--- src/rtl/bidir_port_pkg.sv ---
// Shared types and build-time constants for the bidirectional port controller.
// BIDIR_PORT_SYNC_EN selects a 2-flop input synchroniser on pad_din.
package bidir_port_pkg;

  typedef enum logic [2:0] {
    ST_IDLE,
    ST_DRIVE,
    ST_TURN,
    ST_READ,
    ST_CAPTURE
  } state_e;

`ifdef BIDIR_PORT_SYNC_EN
  localparam int unsigned SYNC_STAGES = 2;
`else
  localparam int unsigned SYNC_STAGES = 0;
`endif

  // Width of the shared phase counter, sized for the longer of drive and read phases.
  function automatic int unsigned cnt_width(input int unsigned hold_cyc,
                                            input int unsigned rd_cyc);
    int unsigned m;
    m = (hold_cyc > rd_cyc) ? hold_cyc : rd_cyc;
    return 32'($clog2(m)) + 32'd1;
  endfunction

endpackage

--- src/rtl/bidir_sync.sv ---
// Per-bit 2-flop synchroniser for pad input data, async reset to zero.
module bidir_sync #(
  parameter int unsigned WIDTH = 8
) (
  input  logic             clk,
  input  logic             rst_n,
  input  logic [WIDTH-1:0] d_i,
  output logic [WIDTH-1:0] q_o
);

  logic [WIDTH-1:0] meta_q;
  logic [WIDTH-1:0] sync_q;

  always_ff @(posedge clk or negedge rst_n) begin
    if (!rst_n) begin
      meta_q <= '0;
      sync_q <= '0;
    end else begin
      meta_q <= d_i;
      sync_q <= meta_q;
    end
  end

  assign q_o = sync_q;

endmodule

--- src/rtl/bidir_port_ctrl.sv ---
// Half-duplex parallel port controller: serialises core writes/reads into timed
// bus cycles with turnaround gaps. Optional input synchroniser: BIDIR_PORT_SYNC_EN.
module bidir_port_ctrl
  import bidir_port_pkg::*;
#(
  parameter int unsigned WIDTH    = 8,
  parameter int unsigned HOLD_CYC = 2,
  parameter int unsigned TURN_CYC = 1
) (
  input  logic             clk,
  input  logic             rst_n,
  input  logic             wr_valid,
  input  logic [WIDTH-1:0] wr_data,
  output logic             wr_ready,
  input  logic             rd_req,
  output logic             rd_valid,
  output logic [WIDTH-1:0] rd_data,
  output logic             busy,
  output logic             pad_en,
  output logic [WIDTH-1:0] pad_dout,
  input  logic [WIDTH-1:0] pad_din,
  output logic             pad_stb,
  output logic             pad_rd
);

  localparam int unsigned RD_CYC = TURN_CYC + SYNC_STAGES + 1;
  localparam int unsigned CNT_W  = cnt_width(HOLD_CYC, RD_CYC);

  state_e             state_q, state_d;
  logic [CNT_W-1:0]   cnt_q, cnt_d;
  logic [WIDTH-1:0]   pad_dout_q, pad_dout_d;
  logic [WIDTH-1:0]   rd_data_q, rd_data_d;
  logic               pad_en_q, pad_en_d;
  logic               pad_stb_q, pad_stb_d;
  logic               pad_rd_q, pad_rd_d;
  logic               rd_valid_q, rd_valid_d;
  logic               busy_q, busy_d;
  logic               wr_ready_q, wr_ready_d;
  logic [WIDTH-1:0]   din_s;

`ifdef BIDIR_PORT_SYNC_EN
  bidir_sync #(.WIDTH(WIDTH)) u_sync (
    .clk   (clk),
    .rst_n (rst_n),
    .d_i   (pad_din),
    .q_o   (din_s)
  );
`else
  assign din_s = pad_din;
`endif

  // Next state and counter; outputs are decoded from the next state so they register with it.
  always_comb begin
    state_d    = state_q;
    cnt_d      = cnt_q;
    pad_dout_d = pad_dout_q;
    rd_data_d  = rd_data_q;
    case (state_q)
      ST_IDLE: begin
        if (wr_ready_q && wr_valid) begin
          state_d    = ST_DRIVE;
          cnt_d      = CNT_W'(HOLD_CYC - 1);
          pad_dout_d = wr_data;
        end else if (wr_ready_q && rd_req) begin
          state_d = ST_READ;
          cnt_d   = CNT_W'(RD_CYC - 1);
        end
      end
      ST_DRIVE: begin
        if (cnt_q == '0) begin
          state_d = ST_TURN;
          cnt_d   = CNT_W'(TURN_CYC - 1);
        end else begin
          cnt_d = cnt_q - CNT_W'(1);
        end
      end
      ST_TURN: begin
        if (cnt_q == '0) begin
          state_d = ST_IDLE;
          cnt_d   = '0;
        end else begin
          cnt_d = cnt_q - CNT_W'(1);
        end
      end
      ST_READ: begin
        if (cnt_q == '0) begin
          state_d   = ST_CAPTURE;
          cnt_d     = '0;
          rd_data_d = din_s;
        end else begin
          cnt_d = cnt_q - CNT_W'(1);
        end
      end
      ST_CAPTURE: begin
        state_d = ST_IDLE;
        cnt_d   = '0;
      end
      default: begin
        state_d = ST_IDLE;
        cnt_d   = '0;
      end
    endcase

    pad_en_d   = (state_d == ST_DRIVE);
    pad_stb_d  = (state_d == ST_DRIVE);
    pad_rd_d   = (state_d == ST_READ);
    rd_valid_d = (state_d == ST_CAPTURE);
    busy_d     = (state_d != ST_IDLE);
    wr_ready_d = (state_d == ST_IDLE);
  end

  // Async reset releases the bus immediately, without waiting for clk.
  always_ff @(posedge clk or negedge rst_n) begin
    if (!rst_n) begin
      state_q    <= ST_IDLE;
      cnt_q      <= '0;
      pad_dout_q <= '0;
      rd_data_q  <= '0;
      pad_en_q   <= 1'b0;
      pad_stb_q  <= 1'b0;
      pad_rd_q   <= 1'b0;
      rd_valid_q <= 1'b0;
      busy_q     <= 1'b0;
      wr_ready_q <= 1'b0;
    end else begin
      state_q    <= state_d;
      cnt_q      <= cnt_d;
      pad_dout_q <= pad_dout_d;
      rd_data_q  <= rd_data_d;
      pad_en_q   <= pad_en_d;
      pad_stb_q  <= pad_stb_d;
      pad_rd_q   <= pad_rd_d;
      rd_valid_q <= rd_valid_d;
      busy_q     <= busy_d;
      wr_ready_q <= wr_ready_d;
    end
  end

  assign wr_ready = wr_ready_q;
  assign rd_valid = rd_valid_q;
  assign rd_data  = rd_data_q;
  assign busy     = busy_q;
  assign pad_en   = pad_en_q;
  assign pad_dout = pad_dout_q;
  assign pad_stb  = pad_stb_q;
  assign pad_rd   = pad_rd_q;

endmodule

--- config.mk ---
export PLATFORM = sky130hd
export DESIGN_NAME = bidir_port_ctrl
export DESIGN_NICKNAME = d
export VERILOG_FILES = /design/src/rtl/bidir_port_pkg.sv /design/src/rtl/bidir_sync.sv /design/src/rtl/bidir_port_ctrl.sv
export SDC_FILE = /design/constraint.sdc
export NUM_CORES = 1
export LEC_CHECK = 0
export CORE_ASPECT_RATIO = 0.5
export CORE_MARGIN = 5
export CORE_UTILIZATION = 35
export DETAILED_ROUTE_END_ITERATION = 16
export GPL_TIMING_DRIVEN = 0
export PLACE_DENSITY = 0.79
export SYNTH_ARGS = -nofsm -noshare
export SYNTH_HDL_FRONTEND = slang
export SYNTH_SLANG_ARGS = --single-unit
export TNS_END_PERCENT = 30
--- constraint.sdc ---
create_clock -name clk -period 2 [get_ports clk]
set_clock_uncertainty 0.05 [all_clocks]
set_input_delay 0.4 -clock clk [delete_from_list [all_inputs] [get_ports clk]]
set_output_delay 0.4 -clock clk [all_outputs]
set_load 0.1 [all_outputs]
== Yosys cells after proc, flatten, opt, wreduce, memory -nomap -nowiden ==
Cells that the tools add are included.
Cells by class
  reductions and logical operators: 9
  add/sub/neg operators: 1
  equal/unequal tests: 7
  multiplexer cells: 10
Operator list (number)
  3-bit 2-to-1 mux: 5
  3-bit case mux with 4 select lines: 1
  3-bit by 2-bit == test with 1-bit output, second input constant: 3
  3-bit by 1-bit == test with 1-bit output, second input constant: 2
  3-bit zero test: 2
  2-bit 2-to-1 mux: 3
  2-bit case mux with 2 select lines: 1
  2-bit AND reduction: 2
  3-bit == test, second input constant: 1
  3-bit != test, second input constant: 1
  3-bit nonzero test: 1
  3-bit OR reduction: 1
  1-bit logical AND: 2
  2-bit zero test: 1
  2-bit by 1-bit subtractor with 2-bit output, second input constant: 1
Word-level totals
  flip-flop bits (word level): 26
  output and inout port bits: 22
  input bits: 20

== Logic depth before layout (Yosys ltp) ==
Gate-level depths: netlist (run 1).
  depth in word-level cells: 5
  mapped depth: 5
  gate-level depth less buffers: 3

== Worst setup path before layout (run 1) ==
No wires, ideal clock.
  path kind: register to register
  start: reg wr_ready_q, in the netlist wr_ready
  end: reg pad_dout_q[7], in the netlist pad_dout[7]
  data arrival time: 1.758 ns
  stages on the path, launching flop included: 4
  data required time: 1.822 ns
  buffers on the path: 0
  slack: 0.064 ns
  cell sequence: dfrtp_1 nor4b_4 nand2_2 mux2_1
On the way
  word-level cells in the longest chain between the ends: 2
Ends and longest elaborated chain
  from (decl): RTL line bidir_port_ctrl.sv:38  | logic wr_ready_q, wr_ready_d;
  from (signal assigned): RTL line bidir_port_ctrl.sv:135  | wr_ready_q <= wr_ready_d;
  1-bit logical AND: RTL line bidir_port_ctrl.sv:60  | if (wr_ready_q && wr_valid) begin
  2-bit AND reduction (no source line)
  to (signal assigned): RTL line bidir_port_ctrl.sv:128  | pad_dout_q <= pad_dout_d;
  to (decl): RTL line bidir_port_ctrl.sv:31  | logic [WIDTH-1:0] pad_dout_q, pad_dout_d;
No other way between the ends.
A chain may end at the register's enable or synchronous reset.

== Final worst setup path (run 1) ==
  start: reg pad_dout_q[5], in the netlist pad_dout[5]
  end: out pad_dout[5]
RTL lines
  to (decl): RTL line bidir_port_ctrl.sv:20  | output logic [WIDTH-1:0] pad_dout,
No word-level cell between the ends.

==> results of run 1 <==
per-layer routing:
| metal | wire length, µm | global-route usage [%] | vias to the layer above |
|---|---|---|---|
| met5 | 0 | 0 | - |
| met2 | 1190 | 19.9 | 16 |
| li1 | - | - | 361 |
| met4 | 19 | 3.06 | 0 |
| met1 | 860 | 11.8 | 365 |
| met3 | 109 | 3.22 | 2 |
path summary, 6_finish.rpt:
path	startpoint	end	slack, ns	cells past startpoint
max	pad_dout[5]	pad_dout[5]	0.07	1
min reg2reg	rd_data[5]	rd_data[5]	0.45	1
min	rd_data[5]	rd_data[5]	0.45	1
min in group asynchronous	rst_n	state_q[0]	0.69	1
max in group asynchronous	rst_n	pad_dout[5]	0.53	1
max reg2reg	state_q[2]	rd_data[4]	0.41	5
flip-flops by register name, indices dropped and copies added (netlist names):
register	cells
rd_data	8
state_q	3
pad_stb	1
pad_rd	1
pad_dout	8
wr_ready	1
busy	1
rd_valid	1
cnt_q	2
cell type report:
class | count | area share, %
plain buffers | 4 | 2.06
clock buffers | 3 | 2.72
inverters | 2 | 0.494
multi-input cells | 42 | 23.8
flip-flops and latches | 26 | 42.8
well taps | 40 | 3.29
repair buffers | 41 | 24.9
per-stage QoR:
step                area, µm²  setup slack [ns]  instances  setup TNS, ns
CTS                      1530            0.0112        158              0
floorplan                1050            0.0641         74              0
finish                   1520            0.0666        158              0
global placement         1510          -0.00357        155       -0.00357
global route             1520            0.0203        158              0
detailed placement       1510           0.00329        155              0
cell usage in the layout, fill, tap and decap left out, types with 2 or more instances in the layout:
master and n:
dfrtp_1 26, dlygate4sd2_1 20, clkdlybuf4s50_1 19, mux2_2 15, o21ai_0 5, a21oi_1 4
buf_4 3, and4_1 3, clkbuf_8 3, inv_1 2, nor2_1 2, a31oi_1 2
kinds of logic after synthesis:
| family | after synthesis | synth area share [%] |
|---|---|---|
| flip-flops | 26 | 61.9 |
| AO/OA/AOI/OAI | 15 | 8.81 |
| AND/OR/NAND/NOR | 11 | 8.45 |
| multiplexers | 16 | 17.1 |
| buffers and inverters | 6 | 3.69 |
==> summary.md, run 1 <==
| Metric | Value |
|---|---|
| Status | `complete, no violations` |
| Fin Hold WS | `0.454 ns` |
| Core area | `2940 µm²` |
| Post-Route Utilization | `51.7%` |
| CP Capture Type | `primary output` |
| Critical path class | `register to primary output` |
| Port buffer count | `41` |
| Hold_buf cts | `0` |
| Postcts setup bufs | `0` |
| Worst path bufs/invs | `1` |
| Avg Inst Size Synth | `approximately 14 µm²` |
| Synthesis-to-finish area growth | `44.6%` |
| Antenna diode count | `0` |
| Sequential Area | `651 µm²` |
| WL final | `2180 µm` |
| Hpwl dp | `1630 µm` |
| Clk sinks | `26` |
| Clk_lat worst skew | `0.26 ns` |
| Maximum operating frequency | `517 MHz` |
| Synth top area share | `between 60% and 70%` |
| Worst path top cell family by delay | `buffers and inverters` |
| Count of cell types in the netlist | `22` |
| Largest net degree at the start of global routing | `27` |
| Drt drc | `0` |
| First-pass GRT wire length | `around 3500 µm` |
| CP max stage delay | `0.87 ns` |
| Slew Limit Fails | `0` |
| Unrepaired setup endpoints after global routing | `false` |
| Flops & latches, synth | `26` |
| EDFF count, synth | `0` |
| Htree depth | `1` |
| Synthesized area | `1050 µm²` |
| Final Critical Period | `1.93 ns` |
| Register area share after synthesis | `between 60% and 70%` |
| Footprint of the multi-input gates | `362 µm²` |
| First-pass detailed-route iteration total | `4` |
| Filler Cell Count | `270` |
| Critical path cell sequence | `dlygate4sd2_1` |
| YS warnings | `0` |
| Synth area leaders | `dfrtp_1, mux2_2, and4_1` |
| GRT overflow | `0` |
| WP data arrival | `1.48 ns` |
| Vias post-DR | `744` |
| Final Hold Violating Endpoints | `0` |
| Dominant cell type by area after synthesis | `dfrtp_1` |
| WL/cell | `around 14 µm` |
| Measured slew at the worst slew-check pin | `~1.1 ns` |
| MaxCap Viol Count | `0` |
| Fin crit share | `96.7%` |
| FP Rows | `14` |
| Antenna-violating nets left | `0` |
| Initial antenna violation count | `0` |
| Asr flop ratio synth | `100%` |
| Slew HR | `24.1%` |
| Count leader, synth | `dfrtp_1` |
| Clock transition at path regs | `0.08 ns` |
| Initial Util | `between 30% and 40%` |
| Critical-path top delay cell | `dlygate4sd2_1` |
| Setup-failing EPs final | `0` |
| CP max FO | `2` |
| Vias in the first global route | `approximately 730` |
| Cells after Synth | `74` |
| Total GRT Usage | `10.7%` |
| Startpoint Class | `register` |
| Post-synth top cells | `dfrtp_1, mux2_2, o21ai_0` |
| Layout cells sized above 1 | `23.7%` |
| Worst Path Required | `1.55 ns` |
| Clock buffer depth | `2` |
| Die W | `87.5 µm` |
| Syn Nets | `94` |
| Final-stage net count | `140` |
| CTS resizes | `24` |
| DR iter-0 viols | `22` |
| CTS tree | `yes` |
| CTS buffer count | `3` |
| Io pins | `42` |
| Die Ht | `48.8 µm` |
| Synth Flop Type | `dfrtp_1` |
| Post-DR vias/cell | `4.71` |
| Clock root buffer | `clkbuf_8` |
| HP Class | `register to register` |
| Die Area | `4270 µm²` |
| GP Congestion | `between 0.8 and 0.9` |
Power of run 1 is not shown: default switching activity piles up to over one toggle a cycle in this logic, so the estimate is an artifact.
==> run 2: changes to the inputs <==
--- a/config.mk
+++ b/config.mk
@@ -8,9 +8,11 @@
 export CORE_ASPECT_RATIO = 0.5
 export CORE_MARGIN = 5
 export CORE_UTILIZATION = 35
+export CTS_CLUSTER_SIZE = 28
 export DETAILED_ROUTE_END_ITERATION = 16
 export GPL_TIMING_DRIVEN = 0
 export PLACE_DENSITY = 0.79
+export SLEW_MARGIN = 20
 export SYNTH_ARGS = -nofsm -noshare
 export SYNTH_HDL_FRONTEND = slang
 export SYNTH_SLANG_ARGS = --single-unit
==> run 2 against run 1 <==
  * Count of clock-buffer cells in the layout stayed put
  * Sequential share of layout area increased by 0.14 points
  * Global-route usage is essentially flat
  * Utilization decreased by 0.17 points
  * Cell count unchanged
  * Largest cell class unchanged
==> summary.md, run 2 (same netlist as run 1, synthesis figures left out) <==
| Metric | Value |
|---|---|
| Status | `complete, no violations` |
| CTS tree | `yes` |
| Worst path bufs/invs | `1` |
| WL final | `approximately 2100 µm` |
| CP max FO | `2` |
| Core area | `between 2000 and 3000 µm²` |
| Clock root buffer | `clkbuf_8` |
| Clk sinks | `26` |
| Antenna diode count | `0` |
| Measured slew at the worst slew-check pin | `0.973 ns` |
| Antenna-violating nets left | `0` |
| Layout cells sized above 1 | `24.6%` |
| Fin area | `about 1500 µm²` |
| Fin crit share | `about 97%` |
| Vias post-DR | `729` |
| DR iter-0 viols | `34` |
| Total GRT Usage | `around 11%` |
| Clk_lat worst skew | `0.26 ns` |
| Placed Instance Area | `around 1500 µm²` |
| Most common cell after layout, fill and taps aside | `dfrtp_1` |
| Hpwl dp | `1610 µm` |
| Final Hold Violating Endpoints | `0` |
| Hold_buf cts | `0` |
| Most frequent cells in the layout | `dfrtp_1, dlygate4sd2_1, clkdlybuf4s50_1` |
| HP Class | `primary input to async pin` |
| Die Area | `approximately 4300 µm²` |
| CTS buffer count | `3` |
| Maximum operating frequency | `517 MHz` |
| Synthesis-to-finish area growth | `44.2%` |
| First-pass detailed-route iteration total | `2` |
| Port buffer count | `a little over 40` |
| Drt drc | `0` |
| Clock transition at path regs | `0.08 ns` |
| GRT overflow | `0` |
| Initial Util | `around 36%` |
| Startpoint Class | `register` |
| Setup tns final | `0 ns` |
| WL/cell | `13.4 µm` |
| FF-to-FF path depth | `5` |
| Vias in the first global route | `747` |
| CP max stage delay | `0.87 ns` |
| Unrepaired setup endpoints after global routing | `false` |
| FP Rows | `14` |
| Critical-path top delay cell | `dlygate4sd2_1` |
| Die W | `87.5 µm` |
| Htree depth | `1` |
| Worst path top cell family by delay | `buffers and inverters` |
| MaxCap Viol Count | `0` |
| Critical path cell sequence | `dlygate4sd2_1` |
| Levels on crit path | `1` |
| Die Ht | `between 40 and 50 µm` |
| Clock buffer depth | `2` |
| Slew Limit Fails | `0` |
| Setup-failing EPs final | `0` |
| WP data arrival | `1.48 ns` |
| Critical path class | `register to primary output` |
| Worst Path Required | `1.55 ns` |
| Postcts setup bufs | `0` |
| Final Critical Period | `1.93 ns` |
| First-pass GRT wire length | `3560 µm` |
| GP Congestion | `0.836` |
| Final-stage net count | `140` |
| Largest net degree at the start of global routing | `27` |
| Post-DR vias/cell | `4.61` |
| Initial antenna violation count | `0` |
| CP Capture Type | `primary output` |
| Slew HR | `35.4%` |
| Filler Cell Count | `272` |
| Io pins | `42` |
-- run 2: cell type report --
cell class	count	area [µm²]	area share, %
clock buffers	3	41.3	2.73
repair buffers	41	373	24.6
flip-flops and latches	26	651	42.9
plain buffers	4	31.3	2.06
well taps	40	50.0	3.30
multi-input cells	42	362	23.9
inverters	2	7.51	0.495
-- run 2: worst paths after layout --
| kind | from | end | slack [ns] |
|---|---|---|---|
| max reg2reg | state_q[2] | rd_data[3] | 0.42 |
| min reg2reg | rd_data[0] | rd_data[0] | 0.45 |
| max in group asynchronous | rst_n | pad_dout[0] | 1.45 |
| max | pad_dout[5] | pad_dout[5] | 0.07 |
| min in group clk | rd_data[0] | rd_data[0] | 0.45 |
| min | rst_n | state_q[0] | 0.07 |
-- run 2: repair_timing --
action | 4_1_cts | 5_1_grt
resized for setup | 24 | 2
endpoints found under the setup margin | 22 | 2
pin swaps | 0 | 0
-- run 2: routing by layer --
metal | wire length, µm | GRT usage [%] | up-vias
met1 | 840 | 12.8 | 355
met4 | 16 | 3.06 | 0
met5 | 0 | 0 | -
li1 | - | - | 359
met3 | 100 | 3.22 | 2
met2 | 1150 | 18.9 | 13
-- run 2: metrics by stage --
| step | cells | util, % | hold slack, ns | setup WS (ns) |
|---|---|---|---|---|
| floorplan | 74 | - | 0.0544 | 0.0641 |
| finish | 158 | 51.5 | 0.0700 | 0.0671 |
| global route | 158 | 51.5 | 0.114 | 0.0177 |
| CTS | 158 | 51.7 | 0.0793 | 0.00428 |
| global placement | 155 | 51.4 | 0.425 | -0.00357 |
| detailed placement | 155 | 51.2 | 0.378 | 0.00329 |
Power of run 2 is left out for the same reason.
